===== config.mk =====
export PLATFORM = sky130hd
export DESIGN_NAME = stopwatch_sec_counter
export DESIGN_NICKNAME = d
export VERILOG_FILES = /design/src/rtl/stopwatch_sec_counter.sv
export SDC_FILE = /design/constraint.sdc
export NUM_CORES = 1
export LEC_CHECK = 0
export CORE_MARGIN = 5
export CORE_UTILIZATION = 55
export DETAILED_ROUTE_END_ITERATION = 6
export PLACE_DENSITY = 0.77
export SKIP_LAST_GASP = 1
export SLEW_MARGIN = 20
export SYNTH_ARGS = -nofsm -noshare
export SYNTH_HDL_FRONTEND = slang
export SYNTH_SLANG_ARGS = --single-unit

===== constraint.sdc =====
create_clock -name clock -period 2.65 [get_ports clock]
set_input_delay 0.53 -clock clock [delete_from_list [all_inputs] [get_ports clock]]
set_output_delay 0.53 -clock clock [all_outputs]
set_load 0.05 [all_outputs]

===== src/rtl/stopwatch_sec_counter.sv =====
// Seconds stopwatch: synchronised/debounced run-stop button, clear switch,
// 1 s prescaler and a 00..59 BCD seconds counter with second/minute pulses.
module stopwatch_sec_counter #(
  parameter int unsigned CLK_PER_SEC     = 50_000_000,
  parameter int unsigned DEBOUNCE_CYCLES = 500_000
) (
  input  logic       clock,
  input  logic       reset,
  input  logic       button,
  input  logic       switch,
  output logic [3:0] low_sec_dig,
  output logic [2:0] high_sec_dig,
  output logic       second,
  output logic       minute,
  output logic       running
);

  localparam int unsigned PS_W = (CLK_PER_SEC > 2) ? $clog2(CLK_PER_SEC) : 1;
  localparam int unsigned DB_W = $clog2(DEBOUNCE_CYCLES + 1);
  localparam logic [PS_W-1:0] PS_LAST = PS_W'(CLK_PER_SEC - 1);
  localparam logic [DB_W-1:0] DB_LAST = DB_W'(DEBOUNCE_CYCLES - 1);

  typedef enum logic {
    ST_STOP,
    ST_RUN
  } state_e;

  state_e state_q, state_d;

  logic btn_meta_q, btn_sync_q;
  logic sw_meta_q, sw_sync_q;

  logic [DB_W-1:0] db_cnt_q, db_cnt_d;
  logic            stable_q, stable_d;
  logic            stable_dly_q;
  logic            press_q, press_d;

  logic [PS_W-1:0] ps_q, ps_d;
  logic [3:0]      low_q, low_d;
  logic [2:0]      high_q, high_d;
  logic            sec_q, sec_d;
  logic            min_q, min_d;

  always_ff @(posedge clock) begin
    if (reset) begin
      btn_meta_q <= 1'b0;
      btn_sync_q <= 1'b0;
      sw_meta_q  <= 1'b0;
      sw_sync_q  <= 1'b0;
    end else begin
      btn_meta_q <= button;
      btn_sync_q <= btn_meta_q;
      sw_meta_q  <= switch;
      sw_sync_q  <= sw_meta_q;
    end
  end

  // The counter only advances while the synchronised level differs from the
  // accepted level; any return to the accepted level restarts the window.
  always_comb begin
    db_cnt_d = db_cnt_q;
    stable_d = stable_q;
    if (btn_sync_q == stable_q) begin
      db_cnt_d = '0;
    end else if (db_cnt_q == DB_LAST) begin
      db_cnt_d = '0;
      stable_d = btn_sync_q;
    end else begin
      db_cnt_d = db_cnt_q + 1'b1;
    end
  end

  assign press_d = stable_q & ~stable_dly_q;

  always_ff @(posedge clock) begin
    if (reset) begin
      db_cnt_q     <= '0;
      stable_q     <= 1'b0;
      stable_dly_q <= 1'b0;
      press_q      <= 1'b0;
    end else begin
      db_cnt_q     <= db_cnt_d;
      stable_q     <= stable_d;
      stable_dly_q <= stable_q;
      press_q      <= press_d;
    end
  end

  always_ff @(posedge clock) begin
    if (reset) begin
      state_q <= ST_STOP;
    end else begin
      state_q <= state_d;
    end
  end

  always_comb begin
    state_d = state_q;
    if (press_q) begin
      state_d = (state_q == ST_STOP) ? ST_RUN : ST_STOP;
    end
  end

  always_comb begin
    running = (state_q == ST_RUN);
  end

  // Clear is only honoured while stopped; a press in the same cycle still
  // moves the FSM to RUN, so counting restarts from 00.
  always_comb begin
    ps_d   = ps_q;
    low_d  = low_q;
    high_d = high_q;
    sec_d  = 1'b0;
    min_d  = 1'b0;
    if (state_q == ST_RUN) begin
      if (ps_q == PS_LAST) begin
        ps_d  = '0;
        sec_d = 1'b1;
        if (low_q == 4'd9) begin
          low_d = '0;
          if (high_q == 3'd5) begin
            high_d = '0;
            min_d  = 1'b1;
          end else begin
            high_d = high_q + 3'd1;
          end
        end else begin
          low_d = low_q + 4'd1;
        end
      end else begin
        ps_d = ps_q + 1'b1;
      end
    end else if (sw_sync_q) begin
      ps_d   = '0;
      low_d  = '0;
      high_d = '0;
    end
  end

  always_ff @(posedge clock) begin
    if (reset) begin
      ps_q   <= '0;
      low_q  <= '0;
      high_q <= '0;
      sec_q  <= 1'b0;
      min_q  <= 1'b0;
    end else begin
      ps_q   <= ps_d;
      low_q  <= low_d;
      high_q <= high_d;
      sec_q  <= sec_d;
      min_q  <= min_d;
    end
  end

  assign low_sec_dig  = low_q;
  assign high_sec_dig = high_q;
  assign second       = sec_q;
  assign minute       = min_q;

endmodule


==> results.sh <==
export IMPL_io_buffer_count=13
export IMPL_clkSinkCount=62
export IMPL_r2r_cells=7
export IMPL_powerDensity_mw_per_mm2=537
export IMPL_drtIter0Drc=139
export IMPL_crit_fanout=38
export IMPL_cts_resized=0
export IMPL_worstPathArrival_ns=2.45
export IMPL_wl_per_cell_um=13.1
export IMPL_synth_distinct_cells=42
export IMPL_die_w_um=83.0
export IMPL_dr_pass1_iters=4
export IMPL_tightestPinTransition_ns=0.656
export IMPL_crit_path_cell_trace="ha_1 > or4bb_1 > nor4_4 > a21oi_2 > buf_4 > a21o_1 > a21o_1"
export IMPL_syn_cell_area_mm2=0.00293
export IMPL_ff2ff_setup_slack_ns=0.43
export IMPL_startpoint_type="flop"
export IMPL_cts_root_buffer="clkbuf_8"
export IMPL_finalNonFillerCells=444
export IMPL_rsz0062_at_grt="false"
export IMPL_layout_nets=377
export IMPL_post_cts_buffers=0
export IMPL_drc=0
export IMPL_fin_tns_setup_ns=0
export IMPL_fin_skew_ns=0.00572
export IMPL_avgSynthCellArea_um2=8.30
export IMPL_period_needed_ns=2.22
export IMPL_fin_ws_ns=0.432
export IMPL_slowest_stage="or4bb_1"
export IMPL_cts_max_path_buffers=2
export IMPL_p_leak_nw=1.16
export IMPL_finalSetupViolCount=0
export IMPL_rr_startpoint="ps_q[0]$_SDFFE_PP0P_"
export IMPL_min_to="press_q$_SDFF_PP0_"
export IMPL_relSlewSlack_pct=55.9
export IMPL_antenna_found_initial=0
export IMPL_register_area_mm2=0.00124
export IMPL_cts_hold_fix_buffers=0
export IMPL_cts_max_level=3
export IMPL_ant_nets=0
export IMPL_min_from="stable_dly_q$_SDFF_PP0_"
export IMPL_grt_pass1_vias=2364
export IMPL_drive_gt1_share_pct=7.75
export IMPL_syn_inst=353
export IMPL_worstReg2RegEnd="ps_q[14]$_SDFFE_PP0P_"
export IMPL_holdPathStages=1
export IMPL_crit_required_ns=2.88
export IMPL_hold_ws_ns=0.395
export IMPL_cts_made_buffers=9
export IMPL_crit_buf_inv=1
export IMPL_dp_cells=428
export IMPL_fmax_mhz=451
export IMPL_routed_wl_mm=5.83
export IMPL_grt_total_usage_pct=18.0
export IMPL_hold_path_class="reg -> reg"
export IMPL_diodes=0
export IMPL_ys_warn_count=0
export IMPL_num_fill_cells=440
export IMPL_hold_violations=0
export IMPL_status="complete, no violations"
export IMPL_grt_overflow_total=0
export IMPL_cp_depth=7
export IMPL_worst_ir_drop_vdd_mv=0.358
export IMPL_vias_per_cell=5.65
export IMPL_core_region_area_mm2=0.00514
export IMPL_multi_input_area_mm2=0.00160
export IMPL_timing_final_crit_share_pct=83.7
export IMPL_cp_slowest_stage_delay_ns=0.53
export IMPL_dpl_hpwl_mm=3.99
export IMPL_end_kind="flop"
export IMPL_crit_type="reg -> reg"
export IMPL_grt_max_degree=39
export IMPL_synth_nets=361
export IMPL_vias=2507
export IMPL_ys_seq_elements=62
export IMPL_drv_cap=0
export IMPL_io_pins=14
export IMPL_cts_tree="done"
export IMPL_clkTransAtPathRegs_ns=0.06
export IMPL_maxSlewViolCount=0
export IMPL_start_util_pct=57.0
export IMPL_path_common_cell="a21o_1"
export IMPL_seq_area_frac_synth_pct=42.4
export IMPL_fin_total_pwr_w=0.00179
export IMPL_num_rows=26
export IMPL_syn2layout_area_growth_pct=13.8
export IMPL_gp_congestion=0.840
export IMPL_place_ws_ns=0.440
export IMPL_die_area_mm2=0.00689
export IMPL_crit_family="simple AND/OR/NAND/NOR gates"
export IMPL_worstSkewPairLatency_ns=0.33
export IMPL_die_h_um=83.0
export IMPL_grt_pass1_wl_mm=10.4
==> layer usage <==
metal | routed length, um | global-route usage, %
met5 | 0 | 0
met4 | 89 | 6.54
met3 | 252 | 6.34
met2 | 2710 | 27.6
met1 | 2780 | 23.3
==> kinds of logic after synthesis <==
family	after synthesis	share of synthesized area [%]
and+or+nand+nor	177	31.7
xor gates and xnor gates	22	6.58
DFF	62	42.4
adders and majority gates	4	1.71
muxes	6	2.05
buffers and inverters	22	3.16
AOI/OAI and AO/OA	60	12.5
==> how the worst max path moves through the flow <==
| stage | startpoint | to |
|---|---|---|
| 6_report | ps_q[0]$_SDFFE_PP0P_ | ps_q[14]$_SDFFE_PP0P_ |
| 5_1_grt | ps_q[0]$_SDFFE_PP0P_ | ps_q[24]$_SDFFE_PP0P_ |
| 4_1_cts | ps_q[0]$_SDFFE_PP0P_ | ps_q[14]$_SDFFE_PP0P_ |
| 3_5_place_dp | ps_q[0]$_SDFFE_PP0P_ | ps_q[14]$_SDFFE_PP0P_ |
| 3_3_place_gp | ps_q[0]$_SDFFE_PP0P_ | ps_q[14]$_SDFFE_PP0P_ |
| 2_1_floorplan | ps_q[0]$_SDFFE_PP0P_ | ps_q[2]$_SDFFE_PP0P_ |
==> layout by cell type, fill, tap and decap left out, types with 4 or more instances in the layout <==
master           instances
inv_1                    8
nand4_1                 12
nand3_1                 20
nand2b_1                 4
xor2_1                  11
ha_1                     4
a31oi_1                 17
a21oi_1                 16
mux2i_1                  6
buf_4                    6
xnor2_1                 11
o21ai_0                 12
nand3b_1                 4
nor3b_1                  4
dfxtp_1                 62
nor3_1                   4
clkbuf_8                11
clkdlybuf4s50_1         13
a21o_1                   4
nor2b_1                  6
nand2_1                 42
nor4_1                   9
and3_1                   6
nor2_1                  46
==> sequential cells by signal, summed over array words and instances (netlist names), 3 cells and up <==
register,count
db_cnt_q,19
high_sec_dig,3
low_sec_dig,4
ps_q,26
==> per-stage QoR <==
stage / util [%] / instance area [um2]
floorplan: - / 2930
global placement: 61.0 / 3130
detailed placement: 61.0 / 3130
CTS: 64.9 / 3330
global route: 64.9 / 3330
finish: 64.9 / 3330
==> area by class of cell <==
type / count / share of cell area [%]
Clock inverter: 4 / 1.35
Clock buffer: 12 / 4.65
Timing Repair Buffer: 19 / 5.25
Inverter: 8 / 0.901
Sequential cell: 62 / 37.2
Multi-Input combinational cell: 269 / 48.0
Tap cell: 70 / 2.63
==> Yosys cell counts (all sizes together) <==
| cell type | number | area [um2] |
|---|---|---|
| a21o | 4 | 30.0 |
| o21ai | 12 | 60.1 |
| inv | 8 | 30.0 |
| a21boi | 1 | 7.51 |
| xor2 | 11 | 96.3 |
| nor2b | 6 | 37.5 |
| nand3b | 4 | 30.0 |
| nor4 | 10 | 77.6 |
| nand4 | 13 | 96.3 |
| nor2 | 46 | 173 |
| or4b | 1 | 13.8 |
| o21a | 2 | 15.0 |
| or3 | 3 | 18.8 |
| mux2i | 6 | 60.1 |
| and3 | 6 | 37.5 |
| or4bb | 1 | 11.3 |
| nand2 | 42 | 158 |
| nor4b | 1 | 8.76 |
| and4 | 2 | 17.5 |
| a21oi | 17 | 85.1 |
| clkbuf | 5 | 18.8 |
| xnor2 | 11 | 96.3 |
| nand2b | 4 | 25.0 |
| dfxtp | 62 | 1240 |
| o31a | 3 | 26.3 |
| and2 | 2 | 12.5 |
| nor3 | 4 | 20.0 |
| nor3b | 4 | 30.0 |
| a22o | 2 | 17.5 |
| or2 | 3 | 18.8 |
| ha | 4 | 50.1 |
| nand3 | 21 | 110 |
| a31oi | 17 | 106 |
| buf | 9 | 43.8 |
| o2111ai | 1 | 8.76 |
| or4 | 2 | 15.0 |
| nand4b | 2 | 17.5 |
| a41oi | 1 | 8.76 |
==> report_power, final <==
part	total [W]	switching [W]	internal, W
registers	0.000939	0.00000354	0.000936
clock network	0.000820	0.000339	0.000481
logic	0.0000315	0.0000187	0.0000128
total	0.00179	0.000361	0.00143
(Power assumes the default switching activity.)
